==> src/rtl/updown_count_monitor_pkg.sv <==
// Shared constants for the up/down counter and its monitor: FSM encodings and
// the active-high seven-segment pattern table.
package updown_count_monitor_pkg;

   localparam int unsigned CNT_W_DEFAULT = 3;
   localparam int unsigned SEG_W         = 7;

   typedef enum logic [1:0] {
      ST_INIT  = 2'd0,
      ST_TRACK = 2'd1,
      ST_ERROR = 2'd2
   } mon_state_t;

   // Segment order {g,f,e,d,c,b,a}, 1 = segment lit
   function automatic logic [SEG_W-1:0] seg7_pattern(input logic [3:0] nib);
      logic [SEG_W-1:0] p;
      case (nib)
         4'h0:    p = 7'h3F;
         4'h1:    p = 7'h06;
         4'h2:    p = 7'h5B;
         4'h3:    p = 7'h4F;
         4'h4:    p = 7'h66;
         4'h5:    p = 7'h6D;
         4'h6:    p = 7'h7D;
         4'h7:    p = 7'h07;
         4'h8:    p = 7'h7F;
         4'h9:    p = 7'h6F;
         4'hA:    p = 7'h77;
         4'hB:    p = 7'h7C;
         4'hC:    p = 7'h39;
         4'hD:    p = 7'h5E;
         4'hE:    p = 7'h79;
         default: p = 7'h71;
      endcase
      return p;
   endfunction

endpackage

==> src/rtl/updown_count_monitor_seg7_decoder.sv <==
// Combinational hex nibble to seven-segment decoder with selectable polarity.
module updown_count_monitor_seg7_decoder
   import updown_count_monitor_pkg::*;
#(
   parameter bit ACTIVE_LOW = 1'b1
) (
   input  logic [3:0]       nib,
   input  logic             blank,
   output logic [SEG_W-1:0] seg_c
);

   always_comb begin
      seg_c = '0;
      if (!blank) seg_c = seg7_pattern(nib);
      if (ACTIVE_LOW) seg_c = ~seg_c;
   end

endmodule

==> src/rtl/updown_count_monitor.sv <==
// Monitors a free-running up/down counter: classifies each step, flags illegal
// jumps and direction mismatches, counts laps and drives a 7-segment digit.
module updown_count_monitor
   import updown_count_monitor_pkg::*;
#(
   parameter int unsigned CNT_W          = CNT_W_DEFAULT,
   parameter int unsigned LAP_W          = 8,
   parameter bit          SEG_ACTIVE_LOW = 1'b1
) (
   input  logic                    clk,
   input  logic                    rst,
   input  logic                    en,
   input  logic [CNT_W-1:0]        cnt,
   input  logic                    err_clr,
   output logic [SEG_W-1:0]        seg,
   output logic                    wrap_up,
   output logic                    wrap_dn,
   output logic signed [LAP_W-1:0] laps,
   output logic                    jump_err,
   output logic                    dir_err,
   output logic                    tracking
);

   localparam logic [CNT_W-1:0]        CNT_MAX   = '1;
   localparam logic [CNT_W-1:0]        CNT_ONE   = CNT_W'(1);
   localparam logic [SEG_W-1:0]        SEG_BLANK = SEG_ACTIVE_LOW ? 7'h7F : 7'h00;
   localparam logic signed [LAP_W-1:0] LAP_MAX   = {1'b0, {(LAP_W-1){1'b1}}};
   localparam logic signed [LAP_W-1:0] LAP_MIN   = {1'b1, {(LAP_W-1){1'b0}}};

   mon_state_t        state;
   logic [CNT_W-1:0]  prev;
   logic              dir_q;
   logic [CNT_W-1:0]  delta_c;
   logic              step_up_c;
   logic              step_dn_c;
   logic              jump_c;
   logic              classify_c;
   logic              wrap_up_c;
   logic              wrap_dn_c;
   logic              blank_c;
   logic [SEG_W-1:0]  seg_c;

   // Step classification against the previous sample, modulo 2**CNT_W
   always_comb begin
      delta_c    = cnt - prev;
      step_up_c  = (delta_c == CNT_ONE);
      step_dn_c  = (delta_c == CNT_MAX);
      jump_c     = (delta_c != '0) && !step_up_c && !step_dn_c;
      classify_c = (state == ST_TRACK) && !err_clr;
      wrap_up_c  = classify_c && step_up_c && (prev == CNT_MAX);
      wrap_dn_c  = classify_c && step_dn_c && (prev == '0);
      blank_c    = (32'(cnt) > 32'd15);
   end

   updown_count_monitor_seg7_decoder #(
      .ACTIVE_LOW (SEG_ACTIVE_LOW)
   ) u_seg7_decoder (
      .nib   (4'(cnt)),
      .blank (blank_c),
      .seg_c (seg_c)
   );

   // Sample history, FSM and sticky flags
   always_ff @(posedge clk) begin
      if (rst) begin
         state    <= ST_INIT;
         prev     <= '0;
         dir_q    <= 1'b0;
         seg      <= SEG_BLANK;
         wrap_up  <= 1'b0;
         wrap_dn  <= 1'b0;
         jump_err <= 1'b0;
         dir_err  <= 1'b0;
         tracking <= 1'b0;
      end else begin
         prev    <= cnt;
         dir_q   <= en;
         seg     <= seg_c;
         wrap_up <= wrap_up_c;
         wrap_dn <= wrap_dn_c;
         if (err_clr) begin
            jump_err <= 1'b0;
            dir_err  <= 1'b0;
            state    <= ST_INIT;
            tracking <= 1'b0;
         end else begin
            case (state)
               ST_INIT: begin
                  state    <= ST_TRACK;
                  tracking <= 1'b1;
               end
               ST_TRACK: begin
                  if (jump_c) begin
                     jump_err <= 1'b1;
                     state    <= ST_ERROR;
                     tracking <= 1'b0;
                  end else if ((step_up_c && !dir_q) || (step_dn_c && dir_q)) begin
                     dir_err <= 1'b1;
                  end
               end
               ST_ERROR: begin
                  state <= ST_ERROR;
               end
               default: begin
                  state    <= ST_INIT;
                  tracking <= 1'b0;
               end
            endcase
         end
      end
   end

   // Saturating signed lap total
   always_ff @(posedge clk) begin
      if (rst) begin
         laps <= '0;
      end else if (wrap_up_c && (laps != LAP_MAX)) begin
         laps <= laps + LAP_W'(1);
      end else if (wrap_dn_c && (laps != LAP_MIN)) begin
         laps <= laps - LAP_W'(1);
      end
   end

endmodule

==> config.mk <==
export PLATFORM = sky130hd
export DESIGN_NAME = updown_count_monitor
export DESIGN_NICKNAME = d
export VERILOG_FILES = /design/src/rtl/updown_count_monitor_pkg.sv /design/src/rtl/updown_count_monitor_seg7_decoder.sv /design/src/rtl/updown_count_monitor.sv
export SDC_FILE = /design/constraint.sdc
export NUM_CORES = 1
export LEC_CHECK = 0
export CAP_MARGIN = 10
export CORE_MARGIN = 5
export CORE_UTILIZATION = 45
export CTS_BUF_LIST = sky130_fd_sc_hd__clkbuf_16
export CTS_CLUSTER_SIZE = 10
export DETAILED_ROUTE_END_ITERATION = 8
export DONT_BUFFER_PORTS = 1
export GPL_TIMING_DRIVEN = 0
export PLACE_DENSITY_LB_ADDON = 0.08
export SYNTH_ARGS = -nofsm -noshare
export SYNTH_HDL_FRONTEND = slang
export SYNTH_HIERARCHICAL = 1
export SYNTH_SLANG_ARGS = --single-unit
==> constraint.sdc <==
create_clock -name clk -period 5.3 [get_ports clk]
set_input_delay 0.795 -clock clk [delete_from_list [all_inputs] [get_ports clk]]
set_output_delay 0.795 -clock clk [all_outputs]
set_load 0.01 [all_outputs]
==> results.json <==
{
  "clkPwrFrac_pct": 38.4,
  "avgSynthCellArea_um2": 9.75,
  "grt_pass1_vias": 1260,
  "io_buffers": 0,
  "die_w_um": 70.7,
  "first_iter_violations": 66,
  "power_density_mw_per_mm2": 239,
  "overflow": 0,
  "numCtsBuffers": 3,
  "sequentialPowerShare_pct": 47.8,
  "fillCellCount": 340,
  "cp.arrival_ns": 4.04,
  "switching_share_pct": 24.2,
  "tightest_slew_ns": 0.526,
  "clockRootBuffer": "clkbuf_16",
  "cts_resized": 0,
  "rows": 22,
  "first_pass_iters": 4,
  "end_kind": "register",
  "final_area_mm2": 0.00183,
  "multiInputGateArea_mm2": 0.00110,
  "cts_setup_buffers": 0,
  "drc": 0,
  "fin_nets": 210,
  "grtUsageTotal_pct": 14.0,
  "seq_area_um2": 520,
  "yosys-top-cells-count": "26 x dfxtp_1, 18 x nor2_1, 16 x ha_1",
  "ir_worst_vdd_uv": 124,
  "synth_area_mm2": 0.00166,
  "p_switching_mw": 0.106,
  "hold_violations": 0,
  "p_leak_nw": 0.771,
  "grt_max_degree": 15,
  "yosys-top-cells-area": "dfxtp_1 31%, ha_1 12%, mux2i_1 5.4%",
  "intPower_mw": 0.333,
  "clk_latency_ns": 0.26,
  "start_util_pct": 46.0,
  "hold_class": "reg2reg",
  "worst_setup_path_start_kind": "input pin",
  "status": "finished, final reports clean",
  "hold_slack_ns": 0.540,
  "synth_cell_types": 55,
  "clockBufferDepth": 2,
  "pin_count": 27,
  "coreArea_mm2": 0.00361,
  "drive_gt1_share_pct": 13.0,
  "wire_per_inst_um": 14.0,
  "tritoncts": "built",
  "crit_fanout": 7,
  "skew_ns": 0.00537,
  "clock-sinks": 26,
  "drtAntennaViolNets": 0,
  "synth_top_area_share_pct": 31.4,
  "required_ns": 5.45,
  "maxSlewHeadroom_pct": 64.9,
  "yosysWarningCount": 6,
  "htreeDepth": 1,
  "synth_sequential_area_ratio_pct": 31.4,
  "grt_pass1_wl_um": 5750,
  "yosys_most_used_dff": "dfxtp_1",
  "fmax_mhz": 257,
  "finalSetupViolCount": 0,
  "pwr-share-comb_pct": 13.8,
  "fin_crit_sh_pct": 73.4,
  "die_h_um": 70.7,
  "maxCapViolations": 0,
  "synth_top_area_cell": "dfxtp_1",
  "synth_edf_count": 0,
  "route.vias.total": 1224,
  "netlist_instances": 170,
  "tns_ns": 0,
  "place.gp.congestion": 0.851,
  "drt-total-wl_um": 3240,
  "detailed_place_hpwl_um": 2520,
  "rsz0062_at_grt": "no",
  "path_clk_slew_ns": 0.07,
  "synth.most_common_cell": "dfxtp_1",
  "worstSetupPathType": "in2reg",
  "die_area_mm2": 0.00500,
  "report.final.slew_viol_count": 0,
  "viasPerCell": 5.28,
  "antenna_cells": 0,
  "post_dp_cell_area_mm2": 0.00176,
  "antenna_found_initial": 0,
  "syn_to_final_growth_pct": 10.6,
  "async_flop_share_pct": 0,
  "synth-seq-cells": 26,
  "ctsHoldBuffers": 0,
  "fin_crit_ns": 3.89
}
## routing by layer
metal  GRT usage (%)  wire [um]  vias to the layer above  share of wire, %
li1                -          -                      623                 -
met1            17.0       1480                      570                46
met2            23.3       1530                       27                47
met3            4.40        188                        4               5.8
met4            5.01         37                        0               1.1
met5               0          0                        -                 0
## worst max-delay path, stage by stage
cell	delay, ns
inv_1	0.04
ha_1	0.21
fa_1	0.54
nor4bb_1	0.41
o211ai_2	0.21
nor2_1	0.19
inv_1	0.17
ha_1	0.32
a211oi_1	0.32
o211ai_1	0.16
o21ai_2	0.09
mux2i_1	0.24
mux2_1	0.35
## stage by stage
step                      utilization [%]  total power, mW  cells  setup slack [ns]
final                                50.9            0.439    232              1.41
after global routing                 50.9            0.462    232              1.16
after CTS                            50.9            0.444    232              1.41
after detailed placement             48.7            0.275    228              1.18
after global placement               48.7            0.273    228              1.26
after floorplan                         -            0.264    180              1.58
## power groups by stage
stage               combinational, mW  clock [mW]  sequential, mW
global route                   0.0686       0.182           0.211
global placement               0.0586           0           0.214
floorplan                      0.0507           0           0.213
detailed placement             0.0598           0           0.215
finish                         0.0607       0.168           0.210
CTS                            0.0605       0.173           0.210
## worst paths after layout
check                           startpoint        to  slack, ns  cells after the start
worst min register to register    state[0]  state[0]       0.54                      2
worst max-delay path                cnt[0]   laps[7]       1.41                     13
worst max register to register     prev[0]   laps[7]       1.66                     12
worst min-delay path              state[0]  state[0]       0.54                      2
## kinds of logic after synthesis
logic type / synth area share, %
other: 0.226
muxes: 6.79
buffers and inverters: 4.53
and+or+nand+nor: 19.2
adders and majority gates: 14.5
DFF: 31.4
xor gates and xnor gates: 6.11
AOI/OAI and AO/OA: 17.2
## cells in the final DEF, fill, tap and decap left out, types with 2 or more instances in the layout
cell type,Yosys,final
dfxtp_1,26,26
nor2_1,18,18
ha_1,16,16
inv_1,11,11
conb_1,1,11
mux2i_1,9,9
or2_2,7,7
a21oi_1,6,6
nor3_1,5,5
xnor2_1,5,5
o211ai_1,4,4
o21ai_0,4,4
nand3_1,3,3
nor2b_1,3,3
a211oi_1,3,3
clkbuf_16,0,3
buf_6,2,2
clkbuf_1,2,2
and2_1,2,2
nand2_1,2,2
o21a_1,2,2
mux2_1,2,2
a21o_1,2,2
fa_1,2,2
a221o_1,2,2
## final cells by class
| type | instances | area share [%] |
|---|---|---|
| inverter | 12 | 2.46 |
| tap | 48 | 3.27 |
| clock buffer | 3 | 4.09 |
| multi-input combinational | 138 | 60.0 |
| sequential | 26 | 28.4 |
| clock inverter | 1 | 0.205 |
| buffer | 4 | 1.64 |
## state kept, by name, summed over array words and instances, names as in the netlist
name	flops
tracking	1
jump_err	1
prev	3
dir_q	1
seg	7
dir_err	1
laps	8
wrap_up	1
state	2
wrap_dn	1
No activity file was read; power rests on OpenSTA's default activity.
==> variant 1 (same settings) <==
Change the parameter `LAP_W` from 8 to 10.
--- a/src/rtl/updown_count_monitor.sv
+++ b/src/rtl/updown_count_monitor.sv
@@ -5,5 +5,5 @@
 #(
    parameter int unsigned CNT_W          = CNT_W_DEFAULT,
-   parameter int unsigned LAP_W          = 8,
+   parameter int unsigned LAP_W          = 10,
    parameter bit          SEG_ACTIVE_LOW = 1'b1
 ) (
Ports: changed (resized laps); port bits go from 27 to 29. No check against the original RTL was run, so the function may have changed too.
==> variant 1 against the original RTL <==
  * Routed wire length grew 23%
  * First-iteration DRC count grew 64%
  * Highest routed layer unchanged
  * Largest cell class unchanged
  * Largest power group unchanged
  * Setup slack lost 0.064 ns
  * Non-clock buffer count grew 2
  * Clock skew grew 0.00074 ns
  * Sequential cell count grew 2
  * Cell area grew 10%
  * Synthesized area grew 11%
  * Power grew 3.7%
  * Sequential power grew 7%
==> variant 1: results (changes against the original RTL) <==
run_status: "complete, no violations"
grt_use_total_pct: 15.83  # +1.8 points
vias_per_cell: 5.642  # +6.9%
synthTopCellsByCount: "dfxtp_1, nor2_1, ha_1"
grt_pass1_wl_um: 6948  # +21%
pwr-share-comb_pct: 13.0  # -0.8 points
relSlewSlack_pct: 62.39  # -2.5 points
period_minus_slack_ns: 3.954  # +0.06415 ns
wl_met3_um: 299  # +59%
ys_types: 54  # -1.8%
routedWlPerCell_um: 14.54  # +4.1%
worst_path_largest_cell_delay_ns: 0.58  # +0.04 ns
vdd_ir_drop_max_mv: 0.1457  # +18%
reg2regPathDepth: 11  # -1
dp.cells: 270  # +18%
place_area_mm2: 0.001939  # +10%
grt_pass1_vias: 1578  # +25%
cp_slowest_cell: "fa_1"
post-place-ws_ns: 1.061  # -0.1162 ns
first_pass_iters: 4  # unchanged
hold_ws_ns: 0.5073  # -0.03253 ns
p_seq_share_pct: 49.4  # +1.6 points
finalClockSkew_ns: 0.006108  # +0.0007380 ns
fin_nets: 252  # +20%
drive_gt1_share_pct: 6.696  # -6.3 points
grt_max_degree: 16  # +1
wl_met1_um: 1650  # +11%
dp_hpwl_um: 3094  # +23%
dr_wl_met2_um: 1998  # +31%
diodes: 0  # unchanged
switching_share_pct: 24.22  # -0.025 points
use_met3_pct: 5.405  # +1.0 points
largestRegisters: "laps x10, seg x7, prev x3"
drt_iter0_markers: 108  # +64%
worst_ep_arrival_time_ns: 4.08  # +0.04 ns
min_from: "state[0]$_SDFFE_PP0N_"
use_met1_pct: 16.87  # -0.14 points
synth_area_per_cell_um2: 8.758  # -10%
gp_congestion: 0.8675  # +2.0%
critPathMaxFanout: 12  # +5
yosys-top-cells-area: "dfxtp_1, ha_1, nor2_1, a21oi_1, mux2i_1"
total_power_mw: 0.4556  # +3.7%
portBuffers: 0  # unchanged
r2r_slack_ns: 1.60  # -0.06 ns
ys_seq_area_share_pct: 30.48  # -0.92 points
largest_reg_flops: 10  # +2
grt_util_met2_pct: 29.53  # +6.3 points
cpLargestDelayFamily: "simple AND/OR/NAND/NOR gates"
power.leakage_nw: 0.8047  # +4.3%
drt_wl_total_um: 3983  # +23%
## variant 1: final cells by class
type	count	area [um^2]
inverters	14	52.55
clock inverters	1	3.754
plain buffers	6	37.54
flip-flops and latches	28	560.5
clock buffers	3	75.07
multi-input cells	172	1226
fillers	392	1953
well taps	50	62.56
## variant 1: kinds of logic (layout without fill, tap and decap cells)
| group | Yosys count | in the layout | share of synthesized area, % |
|---|---|---|---|
| compound gates | 45 | 45 | 17.14 |
| xor+xnor | 6 | 6 | 3.605 |
| fa+ha+maj | 20 | 20 | 14.42 |
| buf+inv | 20 | 24 | 4.898 |
| flops | 28 | 28 | 30.48 |
| mux | 8 | 8 | 4.490 |
| other cells | 1 | 11 | 0.2039 |
| simple gates | 82 | 82 | 24.76 |
## variant 1: worst min-delay path, cell delays in order (launching register included)
cell and delay, ns:
dfxtp_1 0.33, nand3_1 0.07, a21oi_1 0.06
==> variant 2 (same settings) <==
Made on the original files. Encoding of `mon_state_t`: now one-hot (3 bits for 3 states).
--- a/src/rtl/updown_count_monitor_pkg.sv
+++ b/src/rtl/updown_count_monitor_pkg.sv
@@ -6,8 +6,8 @@
    localparam int unsigned SEG_W         = 7;
 
-   typedef enum logic [1:0] {
-      ST_INIT  = 2'd0,
-      ST_TRACK = 2'd1,
-      ST_ERROR = 2'd2
+   typedef enum logic [2:0] {
+      ST_INIT  = 3'b001,
+      ST_TRACK = 3'b010,
+      ST_ERROR = 3'b100
    } mon_state_t;
 
Formal check against the unedited RTL: same outputs for any inputs over 10 cycles, from zero or initial values and one cycle with rst high; not proved beyond that.
==> variant 2 against the original RTL <==
  * Power fell by 2.1%
  * Setup slack worse by 0.034 ns
  * Synthesized area decreased by 1.2%
  * Count of clock-buffer cells in the layout stayed put
  * Utilization down 0.52 points
  * Sequential cell count grew 1
  * Cell area decreased by 1.0%
  * Non-clock buffer count decreased by 1
  * Routed wire length is 10% higher
  * Critical path depth unchanged
  * Highest routed layer unchanged
==> variant 2: results (changes against the original RTL) <==
critPathMaxFanout: 15  # +8
drt_iter0_markers: 48  # -27%
power_density_mw_per_mm2: 236.8  # -1.1%
p_seq_mw: 0.215  # +2%
period_minus_slack_ns: 3.924  # +0.03377 ns
worst_slew_pin_slew_ns: 0.5468  # +0.02058 ns
via_count: 1339  # +9.4%
worst_ep_arrival_time_ns: 4.07  # +0.03 ns
grt_use_total_pct: 14.74  # +0.73 points
yosys-top-cells-area: "dfxtp_1, ha_1, nor2_1, o21ai_0, a21oi_1"
synth_area_per_cell_um2: 8.999  # -7.7%
dp_hpwl_um: 2658  # +5.5%
gp_congestion: 0.8334  # -2.1%
finalClockSkew_ns: 0.002332  # -0.003039 ns
run_status: "complete, no violations"
place_area_mm2: 0.001735  # -1.1%
post-place-ws_ns: 1.142  # -0.03513 ns
grt_pass1_wl_um: 5996  # +4.3%
vias_per_cell: 5.488  # +4.0%
synthTopCellsByCount: "dfxtp_1, nor2_1, ha_1"
ys_types: 52  # -5.5%
cp_slowest_cell: "nor3b_4"
vdd_ir_drop_max_mv: 0.1108  # -10%
comb-power_mw: 0.0443  # -27%
drive_gt1_share_pct: 11.73  # -1.3 points
worst_path_largest_cell_delay_ns: 0.42  # -0.12 ns
largestRegisters: "laps x8, seg x7"
r2r_slack_ns: 1.63  # -0.03 ns
ys_seq_area_share_pct: 33.00  # +1.6 points
-- variant 2: cell types whose count changed after synthesis, moves of 3 or more --
cell and change:
a21oi_1 +3, nand2_1 +3, mux2i_1 -5, nand2b_1 +3
o21ai_0 +8, ha_1 -3, xnor2_1 -3, nor2b_1 +3
nand3_1 +3, inv_1 -5
-- variant 2: cell type report --
type | instances | area [um^2]
tap | 48 | 60.06
clock inverter | 1 | 5.005
sequential | 27 | 540.5
inverter | 8 | 32.53
multi-input combinational | 154 | 1084
fill | 359 | 1790
clock buffer | 3 | 75.07
buffer | 3 | 18.77
-- variant 2: cells by family after synthesis --
family	synth area share [%]
compound gates	20.25
other cells	0.2290
xor+xnor	2.674
flops	33.00
mux	3.820
fa+ha+maj	12.38
buf+inv	3.132
simple gates	24.52
-- variant 2: worst min path at each step --
stage	from	endpoint	slack, ns	depth (start not counted)
after floorplan	state[0]$_SDFFE_PP1N_	state[2]$_SDFFE_PP0N_	0.48	1
after global placement	state[2]$_SDFFE_PP0N_	state[1]$_SDFFE_PP0N_	0.51	1
after detailed placement	state[2]$_SDFFE_PP0N_	state[1]$_SDFFE_PP0N_	0.52	1
after CTS	state[2]$_SDFFE_PP0N_	state[1]$_SDFFE_PP0N_	0.53	1
after global routing	dir_err$_SDFFE_PP0P_	dir_err$_SDFFE_PP0P_	0.57	1
final	state[0]$_SDFFE_PP1N_	state[2]$_SDFFE_PP0N_	0.54	1
-- variant 2: per-layer routing --
layer | share of wire [%] | wire length (um) | vias up | global-route usage [%]
li1 | - | - | 684 | -
met3 | 4.1 | 145 | 6 | 3.741
met2 | 51 | 1827 | 17 | 25.88
met5 | 0 | 0 | - | 0
met4 | 1.6 | 56 | 0 | 4.894
met1 | 43 | 1539 | 632 | 17.23
